`config.mk`:
```
export PLATFORM = sky130hd
export DESIGN_NAME = jtag_dr_sampler
export DESIGN_NICKNAME = d
export VERILOG_FILES = /design/src/rtl/jtag_dr_pkg.sv /design/src/rtl/jtag_dr_sync.sv /design/src/rtl/jtag_dr_sampler.sv
export SDC_FILE = /design/constraint.sdc
export NUM_CORES = 1
export LEC_CHECK = 0
export CAP_MARGIN = 5
export CORE_MARGIN = 3
export CORE_UTILIZATION = 52
export CTS_BUF_LIST = sky130_fd_sc_hd__clkbuf_2 sky130_fd_sc_hd__clkbuf_4 sky130_fd_sc_hd__clkbuf_8
export DETAILED_ROUTE_END_ITERATION = 10
export PLACE_DENSITY = 0.85
export SLEW_MARGIN = 20
export SYNTH_ARGS = -nofsm -noshare
export SYNTH_HDL_FRONTEND = slang
export SYNTH_SLANG_ARGS = --single-unit
```
`constraint.sdc`:
```
create_clock -name clk_sys_i -period 2.2 [get_ports clk_sys_i]
set_input_delay 0.55 -clock clk_sys_i [delete_from_list [all_inputs] [get_ports clk_sys_i]]
set_output_delay 0.55 -clock clk_sys_i [all_outputs]
set_load 0.02 [all_outputs]
```
`src/rtl/jtag_dr_pkg.sv`:
```
// Shared types and widths for the system-clock JTAG user-DR sampler.
package jtag_dr_pkg;
  localparam int c_JTAG_DR_DATA_W = 8;
  localparam int c_JTAG_DR_ADDR_W = 3;
  localparam int c_JTAG_DR_CNT_W  = 5;

  typedef enum logic [1:0] {
    IDLE     = 2'd0,
    CAPTURED = 2'd1,
    SHIFTING = 2'd2,
    EXIT     = 2'd3
  } dr_state_t;
endpackage

```
`src/rtl/jtag_dr_sync.sv`:
```
// Multi-stage synchronizer for one TAP signal; optionally emits a one-cycle
// rising-edge pulse instead of the synchronized level.
module jtag_dr_sync #(
  parameter int g_sync_stages = 2,
  parameter bit g_edge        = 1'b0
) (
  input  logic i_clk,
  input  logic i_rst_n,
  input  logic i_d,
  output logic o_q
);
  logic [g_sync_stages-1:0] r_sync;

  always_ff @(posedge i_clk or negedge i_rst_n) begin
    if (!i_rst_n) r_sync <= '0;
    else          r_sync <= {r_sync[g_sync_stages-2:0], i_d};
  end

  // Level and edge outputs come from the same stage so they stay cycle-aligned.
  generate
    if (g_edge) begin : g_rise
      logic r_prev;
      always_ff @(posedge i_clk or negedge i_rst_n) begin
        if (!i_rst_n) r_prev <= 1'b0;
        else          r_prev <= r_sync[g_sync_stages-1];
      end
      assign o_q = r_sync[g_sync_stages-1] & ~r_prev;
    end else begin : g_level
      assign o_q = r_sync[g_sync_stages-1];
    end
  endgenerate
endmodule

```
`src/rtl/jtag_dr_sampler.sv`:
```
// Oversampled JTAG user DR (data + address) in the system clock domain.
// Define JTAG_DR_SAMPLER_LEN_CHECK_EN to reject updates of the wrong length.
module jtag_dr_sampler import jtag_dr_pkg::*; #(
  parameter int g_data_width  = c_JTAG_DR_DATA_W,
  parameter int g_addr_width  = c_JTAG_DR_ADDR_W,
  parameter int g_sync_stages = 2
) (
  input  logic                    clk_sys_i,
  input  logic                    rst_n_i,
  input  logic                    tck_i,
  input  logic                    tdi_i,
  output logic                    tdo_o,
  input  logic                    capture_i,
  input  logic                    shift_i,
  input  logic                    e1dr_i,
  input  logic                    update_i,
  input  logic                    reset_i,
  input  logic [g_data_width-1:0] reg_q_i,
  input  logic [g_addr_width-1:0] reg_addr_q_i,
  output logic [g_data_width-1:0] reg_d_o,
  output logic [g_addr_width-1:0] reg_addr_d_o,
  output logic                    reg_update_o,
  output logic                    len_err_o
);
  localparam int N = g_data_width + g_addr_width;

  logic w_tck_rise, w_upd_rise, w_tdi_s, w_cap_s, w_shift_s, w_e1dr_s, w_rst_s;

  jtag_dr_sync #(.g_sync_stages(g_sync_stages), .g_edge(1'b1)) u_sync_tck (
    .i_clk(clk_sys_i), .i_rst_n(rst_n_i), .i_d(tck_i), .o_q(w_tck_rise));
  jtag_dr_sync #(.g_sync_stages(g_sync_stages), .g_edge(1'b1)) u_sync_upd (
    .i_clk(clk_sys_i), .i_rst_n(rst_n_i), .i_d(update_i), .o_q(w_upd_rise));
  jtag_dr_sync #(.g_sync_stages(g_sync_stages), .g_edge(1'b0)) u_sync_tdi (
    .i_clk(clk_sys_i), .i_rst_n(rst_n_i), .i_d(tdi_i), .o_q(w_tdi_s));
  jtag_dr_sync #(.g_sync_stages(g_sync_stages), .g_edge(1'b0)) u_sync_cap (
    .i_clk(clk_sys_i), .i_rst_n(rst_n_i), .i_d(capture_i), .o_q(w_cap_s));
  jtag_dr_sync #(.g_sync_stages(g_sync_stages), .g_edge(1'b0)) u_sync_shift (
    .i_clk(clk_sys_i), .i_rst_n(rst_n_i), .i_d(shift_i), .o_q(w_shift_s));
  jtag_dr_sync #(.g_sync_stages(g_sync_stages), .g_edge(1'b0)) u_sync_e1dr (
    .i_clk(clk_sys_i), .i_rst_n(rst_n_i), .i_d(e1dr_i), .o_q(w_e1dr_s));
  jtag_dr_sync #(.g_sync_stages(g_sync_stages), .g_edge(1'b0)) u_sync_rst (
    .i_clk(clk_sys_i), .i_rst_n(rst_n_i), .i_d(reset_i), .o_q(w_rst_s));

  dr_state_t               r_state;
  logic [N-1:0]            r_shreg;
  logic                    r_tdo;
  logic [g_data_width-1:0] r_d;
  logic [g_addr_width-1:0] r_addr;
  logic                    r_upd;

`ifdef JTAG_DR_SAMPLER_LEN_CHECK_EN
  localparam logic [c_JTAG_DR_CNT_W-1:0] c_CNT_N = c_JTAG_DR_CNT_W'(N);
  logic [c_JTAG_DR_CNT_W-1:0] r_cnt;
  logic                       r_len_err;
`endif

  always_ff @(posedge clk_sys_i or negedge rst_n_i) begin
    if (!rst_n_i) begin
      r_state   <= IDLE;
      r_shreg   <= '0;
      r_tdo     <= 1'b0;
      r_d       <= '0;
      r_addr    <= '0;
      r_upd     <= 1'b0;
`ifdef JTAG_DR_SAMPLER_LEN_CHECK_EN
      r_cnt     <= '0;
      r_len_err <= 1'b0;
`endif
    end else begin
      r_upd <= 1'b0;
      r_tdo <= r_shreg[0];
      if (w_rst_s) begin
        r_state   <= IDLE;
        r_shreg   <= '0;
`ifdef JTAG_DR_SAMPLER_LEN_CHECK_EN
        r_cnt     <= '0;
        r_len_err <= 1'b0;
`endif
      end else if (w_tck_rise && w_cap_s) begin
        r_shreg <= {reg_q_i, reg_addr_q_i};
        r_state <= CAPTURED;
`ifdef JTAG_DR_SAMPLER_LEN_CHECK_EN
        r_cnt   <= '0;
`endif
      end else if (w_tck_rise && w_shift_s &&
                   (r_state == CAPTURED || r_state == SHIFTING)) begin
        r_shreg <= {w_tdi_s, r_shreg[N-1:1]};
        r_state <= SHIFTING;
`ifdef JTAG_DR_SAMPLER_LEN_CHECK_EN
        if (r_cnt != '1) r_cnt <= r_cnt + 1'b1;
`endif
      end else if (w_upd_rise) begin
        // An update without any shift since capture carries no new data.
        if (r_state == EXIT || r_state == SHIFTING) begin
`ifdef JTAG_DR_SAMPLER_LEN_CHECK_EN
          if (r_cnt == c_CNT_N) begin
            r_d    <= r_shreg[N-1:g_addr_width];
            r_addr <= r_shreg[g_addr_width-1:0];
            r_upd  <= 1'b1;
          end else begin
            r_len_err <= 1'b1;
          end
`else
          r_d    <= r_shreg[N-1:g_addr_width];
          r_addr <= r_shreg[g_addr_width-1:0];
          r_upd  <= 1'b1;
`endif
        end
        r_state <= IDLE;
      end else if (w_e1dr_s && r_state == SHIFTING) begin
        r_state <= EXIT;
      end
    end
  end

  assign tdo_o        = r_tdo;
  assign reg_d_o      = r_d;
  assign reg_addr_d_o = r_addr;
  assign reg_update_o = r_upd;
`ifdef JTAG_DR_SAMPLER_LEN_CHECK_EN
  assign len_err_o    = r_len_err;
`else
  assign len_err_o    = 1'b0;
`endif
endmodule

```
==> metrics.log, run 1 <==
[metrics] IO Pins: 34
[metrics] setup repair after global routing missed its margin: no
[metrics] startpoint class of the critical path: flop
[metrics] placed instance area: 1946 um^2
[metrics] cell area after layout: 1997 um^2
[metrics] Crit Path Category: reg2reg
[metrics] number of buffers inserted for hold repair after clock tree synthesis: 0
[metrics] iteration-0 DRC count of the detailed router: 68
[metrics] standard-cell row count: 19
[metrics] transition time at the pin with the least slew margin: 0.7751 ns
[metrics] detailed-router iteration count before antenna repair: 4
[metrics] number of post-CTS setup repair buffers: 0
[metrics] number of different library cells in the post-synthesis netlist: 23
[metrics] Mapped Avg Cell Area: 12.81 um^2
[metrics] Max Root-Sink Buffers: 2
[metrics] endpoint arrival time on the critical path: 2.29 ns
[metrics] fmax: 0.4855 GHz
[metrics] Vert. Die Dim: 61.72 um
[metrics] maximum number of pins on one net before global-route repair: 39
[metrics] filler cell count: 212
[metrics] # resized after CTS: 0
[metrics] total via count in the routed design: 1063
[metrics] number of I/O port buffers: 32
[metrics] standby leakage power: 0.9145 nW
[metrics] clock skew: 0.009448 ns
[metrics] detail-routed net length per standard cell: 14.92 um
[metrics] number of cell instances on the worst register-to-register path: 6
[metrics] Hold Crit Class: in2async
[metrics] post-route minimum period: 2.060 ns
[metrics] area of the die: 3809 um^2
[metrics] Post-Synthesis Net Count: 148
[metrics] number of storage elements in the synthesis netlist: 42
[metrics] number of buffers inserted during clock tree synthesis: 5
[metrics] Crit path required time: 2.43 ns
[metrics] CTS tree: done
[metrics] Inserted Diodes: 0
[metrics] power density cells: 720.6 nW/um^2
[metrics] All-Layer GR Usage: 17.43%
[metrics] total wire length: 2835 um
[metrics] number of setup violations in the final report: 0
[metrics] CP max FO: 12
[metrics] footprint of the multi-input gates: 518.0 um^2
[metrics] cell at the root of the clock tree: sky130_fd_sc_hd__clkbuf_4
[metrics] portion of the post-synthesis area used by sequential elements: 65.12%
[metrics] final layout net count: 182
[metrics] DRC violation count after routing: 0
[metrics] cell area after technology mapping: 1614 um^2
[metrics] effective utilization at floorplan: 56.58%
[metrics] highest-count cells in the layout ignoring fill and taps: sky130_fd_sc_hd__dfrtp_1, sky130_fd_sc_hd__clkdlybuf4s50_1, sky130_fd_sc_hd__nand2_1
[metrics] CTS H-Tree Depth: 2
[metrics] Final Wtd Congestion: 0.7332
[metrics] area of the core: 2853 um^2
[metrics] synthesized netlist cell count: 126
[metrics] worst vdd rail ir drop: 0.0005287 V
[metrics] ratio of routed vias to standard cells: 5.595
[metrics] clock latency of the later-clocked register in the worst-skew pair: 0.33 ns
[metrics] yosys warns: 0
[metrics] Setup TNS: 0 ns
[metrics] proportion of layout cells with a drive suffix above 1: 13.21%
[metrics] number of sinks on the clock net: 42
[metrics] setup slack at placement: 0.1458 ns
[metrics] final hold violation count: 0
[metrics] non-filler cells, final: 190
[metrics] placed wire-length estimate after detailed placement: 2036 um
[metrics] antenna violations before repair: 0
[metrics] number of nets with antenna violations after routing: 0
[metrics] clock transition at the registers of the reported paths: 0.11 ns
[metrics] Final Max Tran Viols: 0
[metrics] first-pass GRT wire length: 4712 um
[metrics] number of global-route vias before repair: 1068
[metrics] Synth-to-Final Area Change: 23.72%
[metrics] Die Span X: 61.72 um
[metrics] relative slew slack: 48.33%
[metrics] post-route clock period utilization: 93.62%
[metrics] final worst setup slack: 0.1403 ns
[metrics] run status: complete, no violations
[metrics] most common cell after layout, fill and taps aside: sky130_fd_sc_hd__dfrtp_1
[metrics] Critical Path End Type: flop
[metrics] flop-to-flop setup slack: 0.14 ns
[metrics] Storage cell area: 1051 um^2
[metrics] number of instances in the placed design: 184
[metrics] Maximum Capacitance Violations: 0
[metrics] global-route congestion overflow total: 0
==> cells in the mapped netlist <==
| library cell | number | area (um^2) |
|---|---|---|
| sky130_fd_sc_hd__dfrtp_1 | 42 | 1051 |
| sky130_fd_sc_hd__nand2_1 | 25 | 93.84 |
| sky130_fd_sc_hd__nor2_1 | 13 | 48.80 |
| sky130_fd_sc_hd__a311oi_1 | 11 | 96.34 |
| sky130_fd_sc_hd__mux2_4 | 9 | 135.1 |
| sky130_fd_sc_hd__clkbuf_1 | 5 | 18.77 |
| sky130_fd_sc_hd__ha_1 | 2 | 25.02 |
| sky130_fd_sc_hd__inv_1 | 2 | 7.510 |
| sky130_fd_sc_hd__mux2_2 | 2 | 22.52 |
| sky130_fd_sc_hd__nor2b_1 | 2 | 12.51 |
| sky130_fd_sc_hd__a2111oi_0 | 1 | 8.760 |
| sky130_fd_sc_hd__a21o_1 | 1 | 7.510 |
| sky130_fd_sc_hd__and2_1 | 1 | 6.260 |
| sky130_fd_sc_hd__buf_4 | 1 | 7.510 |
| sky130_fd_sc_hd__buf_6 | 1 | 11.26 |
| sky130_fd_sc_hd__conb_1 | 1 | 3.750 |
| sky130_fd_sc_hd__nand2b_1 | 1 | 6.260 |
| sky130_fd_sc_hd__nand4_1 | 1 | 6.260 |
| sky130_fd_sc_hd__nor4_1 | 1 | 6.260 |
| sky130_fd_sc_hd__o21a_1 | 1 | 7.510 |
| sky130_fd_sc_hd__o41ai_1 | 1 | 8.760 |
| sky130_fd_sc_hd__or4_4 | 1 | 11.26 |
| sky130_fd_sc_hd__or4bb_1 | 1 | 11.26 |
==> stage by stage <==
stage	total power [mW]	hold WS, ns	util (%)
after floorplan	0.9843	0.2544	-
after global placement	1.098	0.3326	68.20
after detailed placement	1.108	0.3413	68.20
after CTS	1.461	0.3128	70.00
after global routing	1.518	0.3324	70.00
final	1.439	0.2812	70.00
==> final cells by class <==
| type | count | area share (%) |
|---|---|---|
| flip-flops and latches | 42 | 52.63 |
| multi-input cells | 75 | 25.94 |
| repair buffers | 34 | 16.54 |
| clock buffers | 6 | 2.569 |
| well taps | 31 | 1.942 |
| inverters | 2 | 0.3759 |
==> cell families (layout without fill, tap and decap cells) <==
kind of cell / after synthesis / in the layout / share of synthesized area, %
AOI/OAI and AO/OA: 15 / 15 / 7.985
adders and majority gates: 2 / 2 / 1.550
buffers and inverters: 9 / 42 / 2.791
DFF: 42 / 42 / 65.12
muxes: 11 / 11 / 9.767
other: 1 / 1 / 0.2323
and+or+nand+nor: 46 / 46 / 12.56
==> per-layer routing <==
metal  part of all wire [%]  routed length [um]  global-route usage, %  up-vias
li1                       -                   -                      -      495
met3                    7.2                 203                  6.818        4
met2                     49                1387                  27.95       43
met5                      0                   0                      0        -
met1                     43                1212                  20.41      521
met4                    1.1                  31                  8.788        0
==> worst paths after layout <==
kind                                        from                     to
setup / recovery                      r_state[0]             reg_d_o[1]
hold / removal                           rst_n_i        reg_addr_d_o[1]
setup reg to reg                      r_state[0]             reg_d_o[1]
hold reg to reg            u_sync_e1dr.r_sync[0]  u_sync_e1dr.r_sync[1]
max in group asynchronous                rst_n_i             reg_d_o[0]
min in group clk_sys_i     u_sync_e1dr.r_sync[0]  u_sync_e1dr.r_sync[1]
==> where the power goes <==
group	leakage (nW)	total, mW	internal [mW]	switching [mW]
Combinational	0.345	0.230	0.126	0.104
Sequential	0.540	0.860	0.827	0.0327
Clock	0.0302	0.349	0.144	0.205
Total	0.915	1.44	1.10	0.342
==> registers in the layout (all words and copies together), names as in the netlist, 2 cells and up <==
register,flops
u_sync_tck.r_sync,2
u_sync_e1dr.r_sync,2
u_sync_shift.r_sync,2
u_sync_upd.r_sync,2
u_sync_tdi.r_sync,2
r_shreg,11
r_state,2
u_sync_rst.r_sync,2
u_sync_cap.r_sync,2
reg_addr_d_o,3
reg_d_o,8
==> critical path, cell delays in order, from the launching register on <==
cell and delay, ns:
sky130_fd_sc_hd__dfrtp_1 0.37, sky130_fd_sc_hd__inv_1 0.06, sky130_fd_sc_hd__ha_1 0.28, sky130_fd_sc_hd__nor2b_1 0.05, sky130_fd_sc_hd__o21a_1 0.20, sky130_fd_sc_hd__or4_4 0.66, sky130_fd_sc_hd__mux2_4 0.34
Power figures use the tool's default switching activity.
==> run 2: changes to the inputs <==
--- a/config.mk
+++ b/config.mk
@@ -10,7 +10,8 @@
 export CORE_UTILIZATION = 52
 export CTS_BUF_LIST = sky130_fd_sc_hd__clkbuf_2 sky130_fd_sc_hd__clkbuf_4 sky130_fd_sc_hd__clkbuf_8
 export DETAILED_ROUTE_END_ITERATION = 10
-export PLACE_DENSITY = 0.85
+export GPL_TIMING_DRIVEN = 0
+export PLACE_DENSITY = 0.77
 export SLEW_MARGIN = 20
 export SYNTH_ARGS = -nofsm -noshare
 export SYNTH_HDL_FRONTEND = slang
==> metrics.log, run 2 (synthesized netlist as in run 1, its figures left out) <==
[metrics] run status: complete, no violations
[metrics] setup repair after global routing missed its margin: no
[metrics] Inserted Diodes: 0 (unchanged)
[metrics] number of sinks on the clock net: 42 (unchanged)
[metrics] Crit Path Category: reg2reg
[metrics] Critical Path End Type: flop
[metrics] clock skew: 0.004277 ns (-0.005171 ns)
[metrics] Final Wtd Congestion: 0.7748 (+5.7%)
[metrics] clock latency of the later-clocked register in the worst-skew pair: 0.34 ns (about the same)
[metrics] standby leakage power: 0.9434 nW (+3.2%)
[metrics] highest-count cells in the layout ignoring fill and taps: sky130_fd_sc_hd__dfrtp_1, sky130_fd_sc_hd__clkdlybuf4s50_1, sky130_fd_sc_hd__nand2_1
[metrics] final layout net count: 188 (+3.3%)
[metrics] Reg-to-Reg End: reg_d_o[6]
[metrics] total wire length: 2824 um (-0.39%)
[metrics] maximum number of pins on one net before global-route repair: 25 (-36%)
[metrics] Setup TNS: 0 ns (unchanged)
[metrics] Crit path required time: 2.43 ns (about the same)
[metrics] All-Layer GR Usage: 16.94% (-0.49 points)
[metrics] final worst setup slack: 0.07028 ns (-0.06999 ns)
[metrics] number of setup violations in the final report: 0 (unchanged)
[metrics] Die Span X: 61.72 um (unchanged)
[metrics] CTS tree: done
[metrics] number of buffers inserted for hold repair after clock tree synthesis: 0 (unchanged)
[metrics] CTS H-Tree Depth: 2 (unchanged)
[metrics] standard-cell row count: 19 (unchanged)
[metrics] post-route clock period utilization: 96.81% (+3.2 points)
[metrics] number of nets with antenna violations after routing: 0 (unchanged)
[metrics] number of post-CTS setup repair buffers: 0 (unchanged)
[metrics] Vert. Die Dim: 61.72 um (unchanged)
[metrics] antenna violations before repair: 0 (unchanged)
[metrics] cell area after layout: 2059 um^2 (+3.1%)
[metrics] final hold violation count: 0 (unchanged)
[metrics] cell at the root of the clock tree: sky130_fd_sc_hd__clkbuf_4
[metrics] Final Max Tran Viols: 0 (unchanged)
[metrics] post-route minimum period: 2.130 ns (+0.06999 ns)
[metrics] area of the core: 2853 um^2 (unchanged)
[metrics] number of cell instances on the worst register-to-register path: 7 (+1)
[metrics] detailed-router iteration count before antenna repair: 5 (+1)
[metrics] Largest register FFs: 11 (unchanged)
[metrics] power density cells: 724.8 nW/um^2 (+0.58%)
[metrics] detail-routed net length per standard cell: 14.26 um (-4.4%)
[metrics] flop-to-flop setup slack: 0.07 ns (-0.07 ns)
[metrics] first-pass GRT wire length: 4567 um (-3.1%)
[metrics] startpoint class of the critical path: flop
[metrics] proportion of layout cells with a drive suffix above 1: 14.37% (+1.2 points)
[metrics] number of global-route vias before repair: 1050 (-1.7%)
[metrics] area of the die: 3809 um^2 (unchanged)
[metrics] number of buffers inserted during clock tree synthesis: 5 (unchanged)
[metrics] non-filler cells, final: 198 (+4.2%)
[metrics] placed instance area: 1996 um^2 (+2.6%)
[metrics] iteration-0 DRC count of the detailed router: 49 (-28%)
[metrics] endpoint arrival time on the critical path: 2.36 ns (+0.07 ns)
[metrics] total via count in the routed design: 1087 (+2.3%)
[metrics] setup slack at placement: 0.08831 ns (-0.05750 ns)
[metrics] IO Pins: 34 (unchanged)
[metrics] Synth-to-Final Area Change: 27.60%
[metrics] number of I/O port buffers: 32 (unchanged)
[metrics] fmax: 0.4695 GHz (-3.3%)
[metrics] placed wire-length estimate after detailed placement: 2059 um (+1.1%)
[metrics] ratio of routed vias to standard cells: 5.490 (-1.9%)
[metrics] DRC violation count after routing: 0 (unchanged)
[metrics] most common cell after layout, fill and taps aside: sky130_fd_sc_hd__dfrtp_1
[metrics] CP max FO: 10 (-2)
[metrics] Crit Reg-Reg Startpoint: r_state[0]
[metrics] number of instances in the placed design: 190 (+3.3%)
[metrics] effective utilization at floorplan: 56.58% (unchanged)
[metrics] # resized after CTS: 0 (unchanged)
[metrics] Hold Crit Class: in2async
[metrics] Maximum Capacitance Violations: 0 (unchanged)
[metrics] worst vdd rail ir drop: 0.0005381 V (+1.8%)
[metrics] global-route congestion overflow total: 0 (unchanged)
[metrics] Max Root-Sink Buffers: 2 (unchanged)
[metrics] Reg with most FFs: r_shreg
[metrics] clock transition at the registers of the reported paths: 0.11 ns (about the same)
[run 2: cell count changes in the layout (fill, tap and decap cells not counted), sizes merged]
cell    previous run  this run
clkbuf             6        12
buf                3         4
clkinv             0         1
[run 2: cell type report]
class	count	area, um^2
Sequential cell	42	1051
Tap cell	31	38.79
Buffer	7	37.54
Clock buffer	7	58.81
Clock inverter	1	5.005
Multi-Input combinational cell	75	518.0
Inverter	2	7.507
Timing Repair Buffer	33	342.8
Fill cell	219	793.3
[run 2: where the power goes]
part	total [mW]	internal [mW]	switching (mW)
Sequential	0.859	0.827	0.0319
Combinational	0.237	0.132	0.105
Clock	0.397	0.167	0.229
Total	1.49	1.13	0.366
[run 2: stage by stage]
step	total power, mW	utilization, %	hold slack (ns)
detailed placement	1.114	69.96	0.3347
global placement	1.101	69.17	0.3324
floorplan	0.9843	-	0.2544
global route	1.574	72.19	0.1542
CTS	1.505	72.19	0.1511
finish	1.493	72.19	0.1422
[run 2: worst max path at each step]
stage                     depth (start not counted)  startpoint         endpoint
after global routing                              7  r_state[0]       reg_d_o[3]
after global placement                            1     rst_n_i       reg_d_o[5]
after detailed placement                          7  r_state[0]       reg_d_o[6]
final                                             7  r_state[0]       reg_d_o[6]
after floorplan                                   6  r_state[1]  reg_addr_d_o[2]
after CTS                                         7  r_state[0]       reg_d_o[3]
[run 2: layer usage]
metal  GRT usage (%)  vias up  wire length, um
met4           8.485        0               46
met3           4.752        8              156
met2           26.46       36             1397
li1                -      511                -
met5               0        -                0
met1           21.71      532             1223
[run 2: critical path: stages (launching register included)]
cell                      delay (ns)
sky130_fd_sc_hd__dfrtp_1        0.38
sky130_fd_sc_hd__inv_1          0.06
sky130_fd_sc_hd__ha_1           0.30
sky130_fd_sc_hd__nor2b_1        0.06
sky130_fd_sc_hd__o21a_1         0.20
sky130_fd_sc_hd__or4_4          0.55
sky130_fd_sc_hd__buf_6          0.18
sky130_fd_sc_hd__mux2_4         0.30
==> run 3: changes to the inputs <==
--- a/config.mk
+++ b/config.mk
@@ -9,6 +9,7 @@
 export CORE_MARGIN = 3
 export CORE_UTILIZATION = 52
 export CTS_BUF_LIST = sky130_fd_sc_hd__clkbuf_2 sky130_fd_sc_hd__clkbuf_4 sky130_fd_sc_hd__clkbuf_8
+export CTS_CLUSTER_DIAMETER = 200
 export DETAILED_ROUTE_END_ITERATION = 10
 export GPL_TIMING_DRIVEN = 0
 export PLACE_DENSITY = 0.77
==> results of run 3 <==
The final DEF is identical to that of run 2; final timing and power are the same.
